===== src/rtl/uart_cmd_wrapper.sv =====
`default_nettype none
// +----------------------------------------------------------------------+
// | uart_cmd_wrapper - pairs UART bytes into 16-bit commands, sends one  |
// | response byte. Option macro: CMD_TIMEOUT_EN.          Rev 1.0        |
// +----------------------------------------------------------------------+
module uart_cmd_wrapper #(
  parameter int TIMEOUT = 262144
) (
  input  logic        clk,
  input  logic        rst_n,
  input  logic        rx_rdy,
  input  logic [7:0]  rx_data,
  output logic        clr_rx_rdy,
  output logic [15:0] cmd,
  output logic        cmd_rdy,
  input  logic        clr_cmd_rdy,
  input  logic [7:0]  resp,
  input  logic        snd_resp,
  output logic [7:0]  tx_data,
  output logic        trmt,
  input  logic        tx_done,
  output logic        resp_sent,
  output logic        sync_err
);

  typedef enum logic [0:0] {RX_HIGH = 1'b0, RX_LOW  = 1'b1} rx_state_t;
  typedef enum logic [0:0] {TX_IDLE = 1'b0, TX_BUSY = 1'b1} tx_state_t;

  if (TIMEOUT < 2 || TIMEOUT > (1 << 20)) begin : g_timeout_range_err
    $error("uart_cmd_wrapper: TIMEOUT must be within 2..2^20");
  end

  rx_state_t   r_rx_state;
  tx_state_t   r_tx_state;
  logic [7:0]  r_high;
  logic [15:0] r_cmd;
  logic        r_cmd_rdy;
  logic [7:0]  r_tx_data;
  logic        r_trmt;
  logic        r_resp_sent;

  // Receiver is never acknowledged while held in reset.
  assign clr_rx_rdy = rx_rdy & rst_n;

`ifdef CMD_TIMEOUT_EN
  localparam logic [19:0] TMO_LAST = 20'(TIMEOUT - 1);
  logic [19:0] r_tmr;
  logic        r_sync_err;
`endif

  always_ff @(posedge clk or negedge rst_n) begin
    if (!rst_n) begin
      r_rx_state <= RX_HIGH;
      r_high     <= 8'h00;
      r_cmd      <= 16'h0000;
      r_cmd_rdy  <= 1'b0;
`ifdef CMD_TIMEOUT_EN
      r_tmr      <= 20'd0;
      r_sync_err <= 1'b0;
`endif
    end else begin
      if (clr_cmd_rdy) r_cmd_rdy <= 1'b0;
`ifdef CMD_TIMEOUT_EN
      r_sync_err <= 1'b0;
`endif
      case (r_rx_state)
        RX_HIGH: begin
          if (rx_rdy) begin
            r_high     <= rx_data;
            r_cmd_rdy  <= 1'b0;
            r_rx_state <= RX_LOW;
`ifdef CMD_TIMEOUT_EN
            r_tmr      <= 20'd0;
`endif
          end
        end
        RX_LOW: begin
          // Capture overrides a coincident clr_cmd_rdy and a coincident expiry.
          if (rx_rdy) begin
            r_cmd      <= {r_high, rx_data};
            r_cmd_rdy  <= 1'b1;
            r_rx_state <= RX_HIGH;
          end
`ifdef CMD_TIMEOUT_EN
          else if (r_tmr == TMO_LAST) begin
            r_rx_state <= RX_HIGH;
            r_sync_err <= 1'b1;
          end else begin
            r_tmr <= r_tmr + 20'd1;
          end
`endif
        end
      endcase
    end
  end

  always_ff @(posedge clk or negedge rst_n) begin
    if (!rst_n) begin
      r_tx_state  <= TX_IDLE;
      r_tx_data   <= 8'h00;
      r_trmt      <= 1'b0;
      r_resp_sent <= 1'b0;
    end else begin
      r_trmt      <= 1'b0;
      r_resp_sent <= 1'b0;
      case (r_tx_state)
        TX_IDLE: begin
          if (snd_resp) begin
            r_tx_data  <= resp;
            r_trmt     <= 1'b1;
            r_tx_state <= TX_BUSY;
          end
        end
        TX_BUSY: begin
          // Requests while busy are dropped, not queued.
          if (tx_done) begin
            r_resp_sent <= 1'b1;
            r_tx_state  <= TX_IDLE;
          end
        end
      endcase
    end
  end

  assign cmd       = r_cmd;
  assign cmd_rdy   = r_cmd_rdy;
  assign tx_data   = r_tx_data;
  assign trmt      = r_trmt;
  assign resp_sent = r_resp_sent;
`ifdef CMD_TIMEOUT_EN
  assign sync_err  = r_sync_err;
`else
  assign sync_err  = 1'b0;
`endif

endmodule
`default_nettype wire


===== config.mk =====
export PLATFORM = sky130hd
export DESIGN_NAME = uart_cmd_wrapper
export DESIGN_NICKNAME = d
export VERILOG_FILES = /design/src/rtl/uart_cmd_wrapper.sv
export SDC_FILE = /design/constraint.sdc
export NUM_CORES = 1
export LEC_CHECK = 0
export ABC_AREA = 1
export BUFFER_PORTS_ARGS = -buffer_cell sky130_fd_sc_hd__buf_2
export CORE_MARGIN = 10
export CORE_UTILIZATION = 44
export CTS_CLUSTER_SIZE = 12
export DETAILED_ROUTE_END_ITERATION = 6
export GPL_ROUTABILITY_DRIVEN = 1
export GPL_TIMING_DRIVEN = 0
export HOLD_SLACK_MARGIN = 0.05
export PLACE_DENSITY = 0.74
export SYNTH_ARGS = -nofsm -noshare
export SYNTH_HDL_FRONTEND = slang
export SYNTH_SLANG_ARGS = --single-unit

===== constraint.sdc =====
create_clock -name clk -period 1.2 [get_ports clk]
set_clock_uncertainty 0.1 [all_clocks]
set_input_delay 0.18 -clock clk [delete_from_list [all_inputs] [get_ports clk]]
set_output_delay 0.18 -clock clk [all_outputs]
set_load 0.02 [all_outputs]

# Yosys cells after proc, flatten, opt, wreduce, memory -nomap -nowiden
# Index checks and enable logic that the tools add are counted.
word_totals:
  out_inout_bits: 29
  reg_bits: 37
  elab_cells: 27
op_classes:
  mux: 13
  reduce_logical: 3
  bitwise: 3
ops:
  columns: ["cell", "count"]
  rows:
  - ["$mux 1", 10]
  - ["$pmux 1 s2", 3]
  - ["$reduce_and 2->1", 3]
  - ["$not 1->1", 2]
  - ["$and 1x1->1", 1]

# Longest topological paths before layout
depth:
  ltp_word: 3
  ltp_mapped: 5
  mapped_depth_nobuf: 4

# Worst setup path after synthesis
# No wires, ideal clock.
synth_timing:
  kind: "reg2reg"
  startpoint: "register r_rx_state"
  endpoint: "register r_cmd[10], in the netlist cmd[10]"
  n_path_buf: 1
  t_arrival_ns: 0.919
  path_stages_with_launch: 5
  synth_period_minus_slack_ns: 1.139
  t_required_ns: 0.980
  setup_slack_ns: 0.061
  cell_sequence: "dfrtp_1 > ha_1 > buf_6 > nor2_1 > a21oi_2"
synth_between:
  elab_chain_len: 1
synth_rtl:
  columns: ["item", "line_no", "rtl"]
  rows:
  - ["from (decl)", "33", "rx_state_t r_rx_state;"]
  - ["from (signal assigned)", "53", "r_rx_state <= RX_HIGH;"]
  - ["from (signal assigned)", "71", "r_rx_state <= RX_LOW;"]
  - ["from (signal assigned)", "82", "r_rx_state <= RX_HIGH;"]
  - ["$reduce_and 2->1 (no source line)", null, null]
  - ["to (signal assigned)", "80", "r_cmd <= {r_high, rx_data};"]
  - ["to (decl)", "36", "logic [15:0] r_cmd;"]
# No other way between the ends.
# A chain may end at the register's enable or synchronous reset.

# Worst setup path after layout
layout_timing:
  startpoint: "register r_cmd[15], in the netlist cmd[15]"
  endpoint: "output cmd[15]"
layout_rtl:
  columns: ["item", "line_no", "rtl"]
  rows:
  - ["to (decl)", "14", "output logic [15:0] cmd,"]
# No word-level cell between the ends.

==> results.json <==
{
  "status": "finished with violations",
  "violations": "hold timing",
  "syn_area_um2": 1470,
  "cts_tree": "built",
  "drt_first_pass_iters": 4,
  "area_growth_pct": 50.4,
  "dp_cells": 241,
  "postRouteAntennaNets": 0,
  "pin_count": 51,
  "worstPathRequired_ps": 920,
  "routedWlPerCell_um": 13.1,
  "htreeDepth": 2,
  "initial_core_util": 0.470,
  "rr_endpoint": "r_high[5]$_DFFE_PN0P_",
  "finalSetupViolCount": 0,
  "timing.fmax_mhz": 856,
  "worst_ep_arrival_time_ps": 890,
  "antenna_found_initial": 0,
  "coreArea_um2": 3130,
  "cts_root_buffer": "clkbuf_4",
  "cp-end-kind": "output pin",
  "drc": 0,
  "clockBufferDepth": 2,
  "synth.distinct_cells": 17,
  "hold_buffers": 19,
  "power_mw": 4.87,
  "grt_max_degree": 39,
  "r2r-start": "r_rx_state$_DFF_PN0_",
  "n_antenna_cell": 0,
  "cts.sinks": 37,
  "holdWs_ps": -376,
  "startpoint_type": "register",
  "grt_pass1_wl_um": 5850,
  "rr_worst_depth": 4,
  "slowest_stage": "dfrtp_1",
  "grt_overflow": 0,
  "finalCritPeriodShare": 0.974,
  "critPathKind": "register to output pin",
  "multi_input_area_um2": 425,
  "rsz0062_at_grt": "true",
  "finalSetupTns_ps": 0,
  "period_minus_slack_ps": 1170,
  "syn_inst": 149,
  "syn_nets": 173,
  "dp.final_hpwl_um": 2370,
  "core.rowCount": 20,
  "clkLatencyLatePin_ps": 330,
  "slew_violations": 0,
  "grt_use_total": 0.118,
  "cts_made_buffers": 5,
  "ys_seq_area_frac": 0.630,
  "crit_family": "flip-flops",
  "viasPerCell": 4.52,
  "clkSlewWorstSetupHoldPaths_ps": 100,
  "portBuffers": 48,
  "drv_cap": 0,
  "die-area_um2": 6050,
  "vias": 1265,
  "yosysWarnings": 0,
  "grt_pass1_vias": 1272,
  "timing.critical_path.buf_inv": 1,
  "max_stage_delay_ps": 390,
  "ys_ff_latch": 37,
  "min_path_type": "primary input to async pin",
  "die_w_um": 77.8,
  "power_density_nw_per_um2": 2200,
  "r2r_slack_ps": 40,
  "drt_iter0_markers": 105,
  "vdd_drop_max_uv": 1120,
  "fill_cells": 233,
  "drive_gt1_frac": 0.356,
  "crit_chain": "buf_2",
  "syn_area_per_cell_um2": 9.87,
  "hold_viol_final": 37,
  "die_h_um": 77.8,
  "fin_nets": 259,
  "final_cells": 280,
  "path_max_fanout": 2,
  "power_leakage_nw": 1.16,
  "seq_area_um2": 926,
  "place_congestion": 0.701,
  "wl_um": 3680
}
## state kept, by name (all words and copies together), names as in the netlist
signal      count
cmd            16
r_high          8
tx_data         8
cmd_rdy         1
r_rx_state      1
r_tx_state      1
resp_sent       1
trmt            1
## per-stage QoR
| stage | util | cell area, um^2 | worst slack [ps] |
|---|---|---|---|
| 6_report | 0.707 | 2210 | 31.2 |
| 5_1_grt | 0.707 | 2210 | -13.2 |
| 4_1_cts | 0.648 | 2030 | 12.4 |
| 3_5_place_dp | 0.564 | 1770 | -291 |
| 3_3_place_gp | 0.564 | 1770 | -275 |
| 2_1_floorplan | - | 1470 | 61.3 |
## synth_stat cells (all sizes together)
library cell / count / area, um^2
a21oi: 8 / 62.6
buf: 6 / 53.8
conb: 1 / 3.75
dfrtp: 37 / 926
ha: 2 / 25.0
inv: 24 / 90.1
nand2: 37 / 141
nand3: 9 / 45.0
nor2: 8 / 30.0
o21ai: 17 / 92.6
## worst max-delay path by stage
| stage | to | from | cells after the start |
|---|---|---|---|
| after detailed placement | clr_rx_rdy | rst_n | 4 |
| after global placement | clr_rx_rdy | rst_n | 4 |
| final | cmd[15] | cmd[15]$_DFFE_PN0P_ | 1 |
| after CTS | tx_data[2] | tx_data[2]$_DFFE_PN0P_ | 1 |
| after global routing | cmd[0] | cmd[0]$_DFFE_PN0P_ | 1 |
| after floorplan | cmd[10]$_DFFE_PN0P_ | r_rx_state$_DFF_PN0_ | 4 |
## what timing repair did
item | 4_1_cts | 5_1_grt
resized for setup | 5 | 33
endpoints found under the hold margin | 64 | 37
buffers inserted | 0 | 12
setup endpoints to repair | 16 | 34
## cells in the final DEF, fill, tap and decap left out
| cell type | instances |
|---|---|
| a21oi_1 | 2 |
| a21oi_2 | 6 |
| buf_2 | 35 |
| buf_4 | 13 |
| buf_6 | 18 |
| clkbuf_1 | 3 |
| clkbuf_4 | 5 |
| conb_1 | 1 |
| dfrtp_1 | 37 |
| dlygate4sd3_1 | 19 |
| ha_4 | 2 |
| inv_1 | 22 |
| inv_2 | 2 |
| nand2_1 | 36 |
| nand2_2 | 1 |
| nand3_1 | 9 |
| nor2_1 | 8 |
| o21ai_0 | 10 |
| o21ai_1 | 5 |
| o21ai_2 | 2 |
## per-layer routing
| layer | track usage | vias to the layer above | routed length, um |
|---|---|---|---|
| met1 | 0.133 | 581 | 1530 |
| met3 | 0.0576 | 5 | 367 |
| met2 | 0.189 | 49 | 1750 |
| li1 | - | 630 | - |
| met5 | 0 | - | 0 |
| met4 | 0.0438 | 0 | 25 |
## report_power, final
| part | internal [mW] | switching, mW |
|---|---|---|
| registers | 1.73 | 0.259 |
| logic | 1.05 | 1.23 |
| clock network | 0.234 | 0.374 |
| total | 3.01 | 1.86 |
## area by class of cell
| class | instances | share of cell area |
|---|---|---|
| plain buffers | 6 | 0.0260 |
| clock buffers | 8 | 0.0221 |
| inverters | 24 | 0.0407 |
| multi-input cells | 82 | 0.192 |
| flip-flops and latches | 37 | 0.419 |
| well taps | 44 | 0.0249 |
| repair buffers | 79 | 0.275 |
## kinds of logic after synthesis
family	Yosys count	synth area share
AOI/OAI and AO/OA	25	0.106
other	1	0.00255
DFF	37	0.630
adders and majority gates	2	0.0170
and+or+nand+nor	54	0.147
buffers and inverters	30	0.0979
Power figures use the tool's default switching activity.
